**src/rtl/clkgen_pkg.sv**
```systemverilog
// Shared constants and divisor helpers for the multi-channel clock-enable generator.
// Helpers work on 32-bit values; callers size-cast to their counter width.
package clkgen_pkg;

  localparam int CNT_W_DEF  = 16;
  localparam int NUM_CH_MAX = 8;
  localparam int CALC_W     = 32;

  // Divisors below 2 cannot produce a two-level clock, so they run as 2.
  function automatic logic [CALC_W-1:0] eff_div(input logic [CALC_W-1:0] div);
    return (div < CALC_W'(2)) ? CALC_W'(2) : div;
  endfunction

  function automatic logic [CALC_W-1:0] clamp_phase(input logic [CALC_W-1:0] ph,
                                                    input logic [CALC_W-1:0] n);
    return (ph > n - CALC_W'(1)) ? n - CALC_W'(1) : ph;
  endfunction

endpackage

```
**src/rtl/clkgen_channel.sv**
```systemverilog
// One divider channel: shadow divisor, free-running counter, registered c/e.
// Outputs are computed from the next count so they line up with the count they describe.
module clkgen_channel
  import clkgen_pkg::*;
#(
  parameter int CNT_W       = CNT_W_DEF,
  parameter int DIV_DEFAULT = 2
) (
  input  logic             clk_i,
  input  logic             rst_ni,
  input  logic             ena_i,
  input  logic             load_i,
  input  logic             e_gate_i,
  input  logic [CNT_W-1:0] div_i,
  input  logic [CNT_W-1:0] phase_i,
  output logic             c_o,
  output logic             e_o
);

  logic [CNT_W-1:0] div_q, div_d;
  logic [CNT_W-1:0] cnt_q, cnt_d;
  logic             c_q, c_d;
  logic             e_q, e_d;

  logic [CNT_W-1:0] n_cur;
  logic [CNT_W-1:0] n_new;
  logic [CNT_W-1:0] start_cnt;

  assign n_cur     = CNT_W'(eff_div(CALC_W'(div_q)));
  assign n_new     = CNT_W'(eff_div(CALC_W'(div_i)));
  // Restart point is clamped against the divisor being loaded, not the old one.
  assign start_cnt = CNT_W'(clamp_phase(CALC_W'(phase_i), CALC_W'(n_new)));

  always_comb begin
    div_d = div_q;
    cnt_d = cnt_q;
    c_d   = c_q;
    e_d   = 1'b0;
    if (load_i) begin
      div_d = div_i;
      cnt_d = start_cnt;
      c_d   = 1'b0;
    end else if (ena_i) begin
      cnt_d = (cnt_q >= n_cur - 1'b1) ? '0 : cnt_q + 1'b1;
      c_d   = (cnt_d < (n_cur >> 1));
      e_d   = (cnt_d == n_cur - 1'b1) & e_gate_i;
    end
  end

  always_ff @(posedge clk_i) begin
    if (!rst_ni) begin
      div_q <= CNT_W'(DIV_DEFAULT);
      cnt_q <= '0;
      c_q   <= 1'b0;
      e_q   <= 1'b0;
    end else begin
      div_q <= div_d;
      cnt_q <= cnt_d;
      c_q   <= c_d;
      e_q   <= e_d;
    end
  end

  assign c_o = c_q;
  assign e_o = e_q;

endmodule

```
**src/rtl/clkgen_multi.sv**
```systemverilog
// Multi-channel clock-enable generator with lock indication (top level).
// Optional per-channel start offset is compiled in with macro CLKGEN_PHASE_EN.
module clkgen_multi
  import clkgen_pkg::*;
#(
  parameter int NUM_CH      = 2,
  parameter int CNT_W       = CNT_W_DEF,
  parameter int DIV_DEFAULT = 2,
  parameter int LOCK_CYCLES = 16
) (
  input  logic                    inclk0,
  input  logic                    rst_n,
  input  logic                    ena,
  input  logic                    cfg_load,
  input  logic [NUM_CH*CNT_W-1:0] div_val,
`ifdef CLKGEN_PHASE_EN
  input  logic [NUM_CH*CNT_W-1:0] phase_val,
`endif
  output logic [NUM_CH-1:0]       c,
  output logic [NUM_CH-1:0]       e,
  output logic                    locked
);

  localparam int LK_W = $clog2(LOCK_CYCLES + 1);

  logic [LK_W-1:0] lock_cnt_q, lock_cnt_d;
  logic            locked_q, locked_d;
  logic [NUM_CH*CNT_W-1:0] phase_bus;

`ifdef CLKGEN_PHASE_EN
  assign phase_bus = phase_val;
`else
  assign phase_bus = '0;
`endif

  // Lock counter runs independently of ena and saturates at LOCK_CYCLES.
  always_comb begin
    lock_cnt_d = lock_cnt_q;
    locked_d   = locked_q;
    if (cfg_load) begin
      lock_cnt_d = '0;
      locked_d   = 1'b0;
    end else begin
      if (lock_cnt_q != LK_W'(LOCK_CYCLES)) lock_cnt_d = lock_cnt_q + 1'b1;
      locked_d = locked_q | (lock_cnt_d == LK_W'(LOCK_CYCLES));
    end
  end

  always_ff @(posedge inclk0) begin
    if (!rst_n) begin
      lock_cnt_q <= '0;
      locked_q   <= 1'b0;
    end else begin
      lock_cnt_q <= lock_cnt_d;
      locked_q   <= locked_d;
    end
  end

  assign locked = locked_q;

  // Strobes are gated by the next lock state so e and locked rise on the same edge.
  for (genvar i = 0; i < NUM_CH; i++) begin : g_ch
    clkgen_channel #(
      .CNT_W       (CNT_W),
      .DIV_DEFAULT (DIV_DEFAULT)
    ) u_ch (
      .clk_i    (inclk0),
      .rst_ni   (rst_n),
      .ena_i    (ena),
      .load_i   (cfg_load),
      .e_gate_i (locked_d),
      .div_i    (div_val[i*CNT_W +: CNT_W]),
      .phase_i  (phase_bus[i*CNT_W +: CNT_W]),
      .c_o      (c[i]),
      .e_o      (e[i])
    );
  end

endmodule

```
**config.mk**
```make
export PLATFORM = sky130hd
export DESIGN_NAME = clkgen_multi
export DESIGN_NICKNAME = d
export VERILOG_FILES = /design/src/rtl/clkgen_pkg.sv /design/src/rtl/clkgen_channel.sv /design/src/rtl/clkgen_multi.sv
export SDC_FILE = /design/constraint.sdc
export NUM_CORES = 1
export LEC_CHECK = 0
export CAP_MARGIN = 20
export CORE_ASPECT_RATIO = 0.5
export CORE_MARGIN = 2
export CORE_UTILIZATION = 35
export CTS_CLUSTER_DIAMETER = 120
export DETAILED_ROUTE_END_ITERATION = 12
export PLACE_DENSITY = 0.59
export SLEW_MARGIN = 20
export SYNTH_ARGS = -nofsm -noshare
export SYNTH_HDL_FRONTEND = slang
export SYNTH_SLANG_ARGS = --single-unit
```
**constraint.sdc**
```tcl
create_clock -name inclk0 -period 7.2 [get_ports inclk0]
set_clock_uncertainty 0.2 [all_clocks]
set_input_delay 1.44 -clock inclk0 [delete_from_list [all_inputs] [get_ports inclk0]]
set_output_delay 1.44 -clock inclk0 [all_outputs]
set_load 0.02 [all_outputs]
```
; Word level (Yosys, flattened, before mapping)
; Index checks and enable logic that the tools add are counted.
; Widths: inputs -> output; s select.
[totals]
reg_bits = 74
inputBits = 36
out_inout_bits = 5
word_cells = 54
[classes]
n_addsub = 7
n_lt_le_gt_ge = 10
eq_ne = 4
muxes = 15
bitwise_logic = 5
reduce_logical = 3
[op_table]
columns = cell, count
row1 = $mux 16, 12
row2 = $gt 1x32->1 const A, 2
row3 = $lt 16x2->1 const B, 4
row4 = $sub 16x1->17 const B, 2
row5 = $add 16x1->16 const B, 2
row6 = $eq 16x16->1, 2
row7 = $ge 16x16->1, 2
row8 = $lt 16x15->1, 2
row9 = $sub 16x1->16 const B, 2
row10 = $mux 5, 2
row11 = $add 5x1->5 const B, 1
row12 = $eq 5x5->1 const B, 1
row13 = $ne 5x5->1 const B, 1
row14 = $reduce_or 3->1, 1
row15 = $and 1x1->1, 2
row16 = $not 1->1, 2
row17 = $reduce_bool 2->1, 1
row18 = $reduce_or 2->1, 1
row19 = $mux 1, 1
row20 = $or 1x1->1, 1

; Depth between registers and ports, before layout
[logic_depth]
ltp_word = 7
ltp_mapped = 28
ltp_nobuf = 24

; Cells and area by module
; A second synthesis with hierarchy kept.
[unflattened]
cells_unflattened = 1071
area_unflattened_um2 = 8345.5
[modules_own_cells]
columns = mod, n_inst, cells_per_inst, area_each_um2, seq_area_each_um2
row1 = clkgen_channel at g_ch[1].u_ch, 1, 519, 4058.9, 680.7
row2 = clkgen_channel at g_ch[0].u_ch, 1, 514, 3945.0, 680.7
row3 = clkgen_multi, 1, 38, 341.6, 120.1

; Worst setup path before layout
; OpenSTA, ideal clock, no wires.
[synth_path]
path_kind = register -> register
from = register g_ch[0].u_ch.div_q[10]
to = register g_ch[0].u_ch.c_q
setup_ps = 86
t_arrival_ps = 5258
t_required_ps = 6914
setup_slack_ps = 1657
stages_incl_launch_ff = 27
n_path_buf = 3
synth_period_minus_slack_ps = 5543
cell_sequence = dfxtp_1 -> clkbuf_1 -> nor4_1 -> nand4_1 -> o41a_1 -> inv_1 -> ha_1 -> nor3b_2 -> nand3_1 -> xnor2_1 -> inv_1 -> ha_1 -> and4_1 -> and2_1 -> a31oi_1 -> nand3_1 -> clkbuf_1 -> clkbuf_1 -> nor2_1 -> ha_1 -> a21o_1 -> a21o_1 -> a21oi_1 -> nor2_1 -> a2111oi_0 -> nor2_1 -> a211oi_1
[synth_via]
elab_chain_cells = 6
[synth_rtl]
columns = element, line
row1 = from (decl), clkgen_channel.sv:20  ; logic [CNT_W-1:0] div_q, div_d;
row2 = from (signal assigned), clkgen_channel.sv:52  ; div_q <= CNT_W'(DIV_DEFAULT);
row3 = from (signal assigned), clkgen_channel.sv:57  ; div_q <= div_d;
row4 = $lt 16x2->1, clkgen_pkg.sv:11  ; return (div < CALC_W'(2)) ? CALC_W'(2) : div;
row5 = $mux 16 (*), clkgen_pkg.sv:11
row6 = $sub 16x1->16, clkgen_channel.sv:44  ; cnt_d = (cnt_q >= n_cur - 1'b1) ? '0 : cnt_q + 1'b1;
row7 = $ge 16x16->1, clkgen_channel.sv:44
row8 = $mux 16, clkgen_channel.sv:44
row9 = $lt 16x15->1 (*), clkgen_channel.sv:45  ; c_d = (cnt_d < (n_cur >> 1));
row10 = to (signal assigned), clkgen_channel.sv:54  ; c_q <= 1'b0;
row11 = to (signal assigned), clkgen_channel.sv:59  ; c_q <= c_d;
row12 = to (decl), clkgen_channel.sv:22  ; logic c_q, c_d;
; Every way passes the cells marked *; elsewhere a longest branch is shown, timed or not.
; A chain may end at the register's enable or synchronous reset.

; Worst setup path in the final report
[layout_path]
from = register g_ch[1].u_ch.div_q[7]
to = register g_ch[1].u_ch.c_q
[layout_via]
elab_chain_cells = 6
[layout_rtl]
columns = element, line
row1 = from (decl), clkgen_channel.sv:20
row2 = from (signal assigned), clkgen_channel.sv:52
row3 = from (signal assigned), clkgen_channel.sv:57
row4 = $lt 16x2->1, clkgen_pkg.sv:11
row5 = $mux 16 (*), clkgen_pkg.sv:11
row6 = $sub 16x1->16, clkgen_channel.sv:44
row7 = $ge 16x16->1, clkgen_channel.sv:44
row8 = $mux 16, clkgen_channel.sv:44
row9 = $lt 16x15->1 (*), clkgen_channel.sv:45
row10 = to (signal assigned), clkgen_channel.sv:54
row11 = to (signal assigned), clkgen_channel.sv:59
row12 = to (decl), clkgen_channel.sv:22
; Marks and branches as above.

==> reports/results.ini <==
[run_status]
status=completed

[floorplan]
dieArea_mm2=0.0187
die_y_um=97.7
die_x_um=191
fp.coreArea_mm2=0.0173
num_io_pins=41
row_count=34
start_util=0.356

[synth]
postSynthCellCount=774
synth_edf_count=0
postSynthAreaPerCell_um2=7.95
async_reset_ff_frac=0
synth_cell_type_count=68
yosysSeqAreaShare=0.241
ys_ff_latch=74
yosys_warnings=0
synthesis.area_mm2=0.00615
syn_nets=876
synth_ff_type=dfxtp_1

[global_routing]
grt_max_degree=40
overflow=0
grt_use_total=0.165
grt_pass1_vias=5056
grt_first_pass_wirelength_mm=25.2
antenna_found_initial=0

[sta]
grt_setup_unrepaired=no
hold_viol_final=0
fin_crit_sh=0.871
tightest_slew_ps=961
fmax_mhz=159
slew_headroom=0.357
period_needed_ps=6270
tns_ps=0
final-setup-viol-count=0
drv_slew=0

[clock_network]
cts.sinks=74
cts_hold_buf=0
numCtsBuffers=9
postCtsResizedCells=0
path_clk_slew_ps=60
htreeDepth=3
insertion_delay_ps=340
root_buffer=clkbuf_16
tritoncts=done
cts_buffer_depth=2
post_cts_buffers=0

[setup_path]
crit_fanout=39
r2r_slack_ps=930
cp.required_ps=7250
arrival_ps=6320
start_kind=flip-flop
reg2reg_depth=24
path_class=flip-flop to flip-flop
end_kind=flip-flop

[cells_and_area]
diodes=0
final_common_cell=nor2_1
multi_input_area_mm2=0.00430
fill_cells=1787
area_growth_pct=14.6
nets=896
final_cell_mix=nor2_1 (92), dfxtp_1 (74), ha_1 (66)
drive_gt1_frac=0.0513
seq_area_mm2=0.00148

[power_and_ir_drop]
total_power_uw=1180
switchingPower_uw=308
internal_power_uw=873
p_leak_uw=0.00282
ir_drop_uv=112
p_seq_frac=0.373
power_per_cell_area_mw_per_mm2=168
p_comb_frac=0.174
p_sw_frac=0.261
p_clk_frac=0.452

[routing]
dr.pass1.iters=5
ant_nets=0
wirelength_mm=15.0
vias_per_cell=5.12
vias=5287
wl_per_cell_um=14.5
drc=0
drt_iter0_markers=234

[min_path]
hold_depth=2
hp-class=flip-flop to flip-flop

[placed_design]
dp_hpwl_mm=11.5
port_buffers=40
globalplace.congestion=0.880

[flow_run]
cap_violations=0

==> cells by family (layout without fill, tap and decap cells) <==
kind of cell | count (synthesis) | count (layout) | synth area share
AOI/OAI and AO/OA | 118 | 118 | 0.122
and+or+nand+nor | 313 | 313 | 0.267
buffers and inverters | 87 | 112 | 0.0598
xor gates and xnor gates | 75 | 75 | 0.109
muxes | 41 | 41 | 0.0671
adders and majority gates | 66 | 66 | 0.134
DFF | 74 | 74 | 0.241
==> registers in the layout, summed over array words and instances (netlist names) <==
name	flops
g_ch.u_ch.cnt_q	32
g_ch.u_ch.div_q	32
lock_cnt_q	5
g_ch.u_ch.c_o	2
g_ch.u_ch.e_o	2
locked	1
==> path summary, 6_finish.rpt <==
kind / start / end
setup / recovery: g_ch[1].u_ch.div_q[7] / g_ch[1].u_ch.c_o
hold / removal: g_ch[0].u_ch.cnt_q[6] / g_ch[0].u_ch.cnt_q[6]
setup reg to reg: g_ch[1].u_ch.div_q[7] / g_ch[1].u_ch.c_o
hold reg to reg: g_ch[0].u_ch.cnt_q[6] / g_ch[0].u_ch.cnt_q[6]
==> power by group through the flow <==
stage	Sequential [uW]	Clock [uW]	Combinational, uW
global route	444	569	232
finish	441	534	206
global placement	449	0	202
floorplan	443	0	152
CTS	441	547	206
detailed placement	450	0	205
==> area by class of cell <==
cell class	count	share of cell area
multi-input combinational	613	0.610
tap	234	0.0415
inverter	52	0.0277
timing repair buffer	44	0.0603
sequential	74	0.210
clock inverter	5	0.0142
clock buffer	11	0.0359
==> routing by layer <==
layer	routed length [um]	up-vias	global-route usage
met4	101	0	0.0325
met2	6770	56	0.269
met3	355	9	0.0273
met5	0	-	0
met1	7720	2467	0.231
li1	-	2755	-
==> cell usage after synthesis, types with 5 or more instances <==
cell	number	share of area
inv_1	52	0.032
a21o_1	9	0.011
nand2_1	40	0.024
nand3_1	27	0.022
clkbuf_1	18	0.011
nor3_1	37	0.030
buf_2	5	0.0041
nor2b_1	39	0.040
nand4_1	17	0.017
nor2_1	92	0.056
dfxtp_1	74	0.24
ha_1	66	0.13
a21oi_1	47	0.038
o21ai_0	22	0.018
xnor2_1	52	0.074
xor2_1	22	0.031
nor4_2	5	0.010
buf_1	5	0.0031
nor4_1	14	0.014
and3_1	7	0.0071
mux2i_1	39	0.063
==> critical path, stage by stage, from the launching register on <==
cell and delay, ps:
dfxtp_1 370, nor4_2 320, nand3_1 190, nor2_1 320, nor2b_1 150, inv_1 120, ha_1 220, or3b_1 500
nor4_2 220, xnor2_1 240, ha_1 340, nand4_1 140, or4_1 590, a221oi_2 240, or3_4 450, nor2_1 150
ha_1 320, a21o_1 170, a21o_1 170, a21o_1 180, a21oi_1 140, nor2b_1 50, o21ai_0 150, a21oi_1 80
a211oi_1 150
==> per-stage QoR <==
stage | hold WS, ps | area, um^2 | utilization | setup WS [ps] | instances
2_1_floorplan | 281 | 6150 | - | 1660 | 774
3_3_place_gp | 316 | 6700 | 0.388 | 1010 | 1017
3_5_place_dp | 316 | 6700 | 0.388 | 960 | 1017
4_1_cts | 328 | 7050 | 0.408 | 911 | 1033
5_1_grt | 352 | 7050 | 0.408 | 416 | 1033
6_report | 330 | 7050 | 0.408 | 929 | 1033
(Power assumes the default switching activity.)
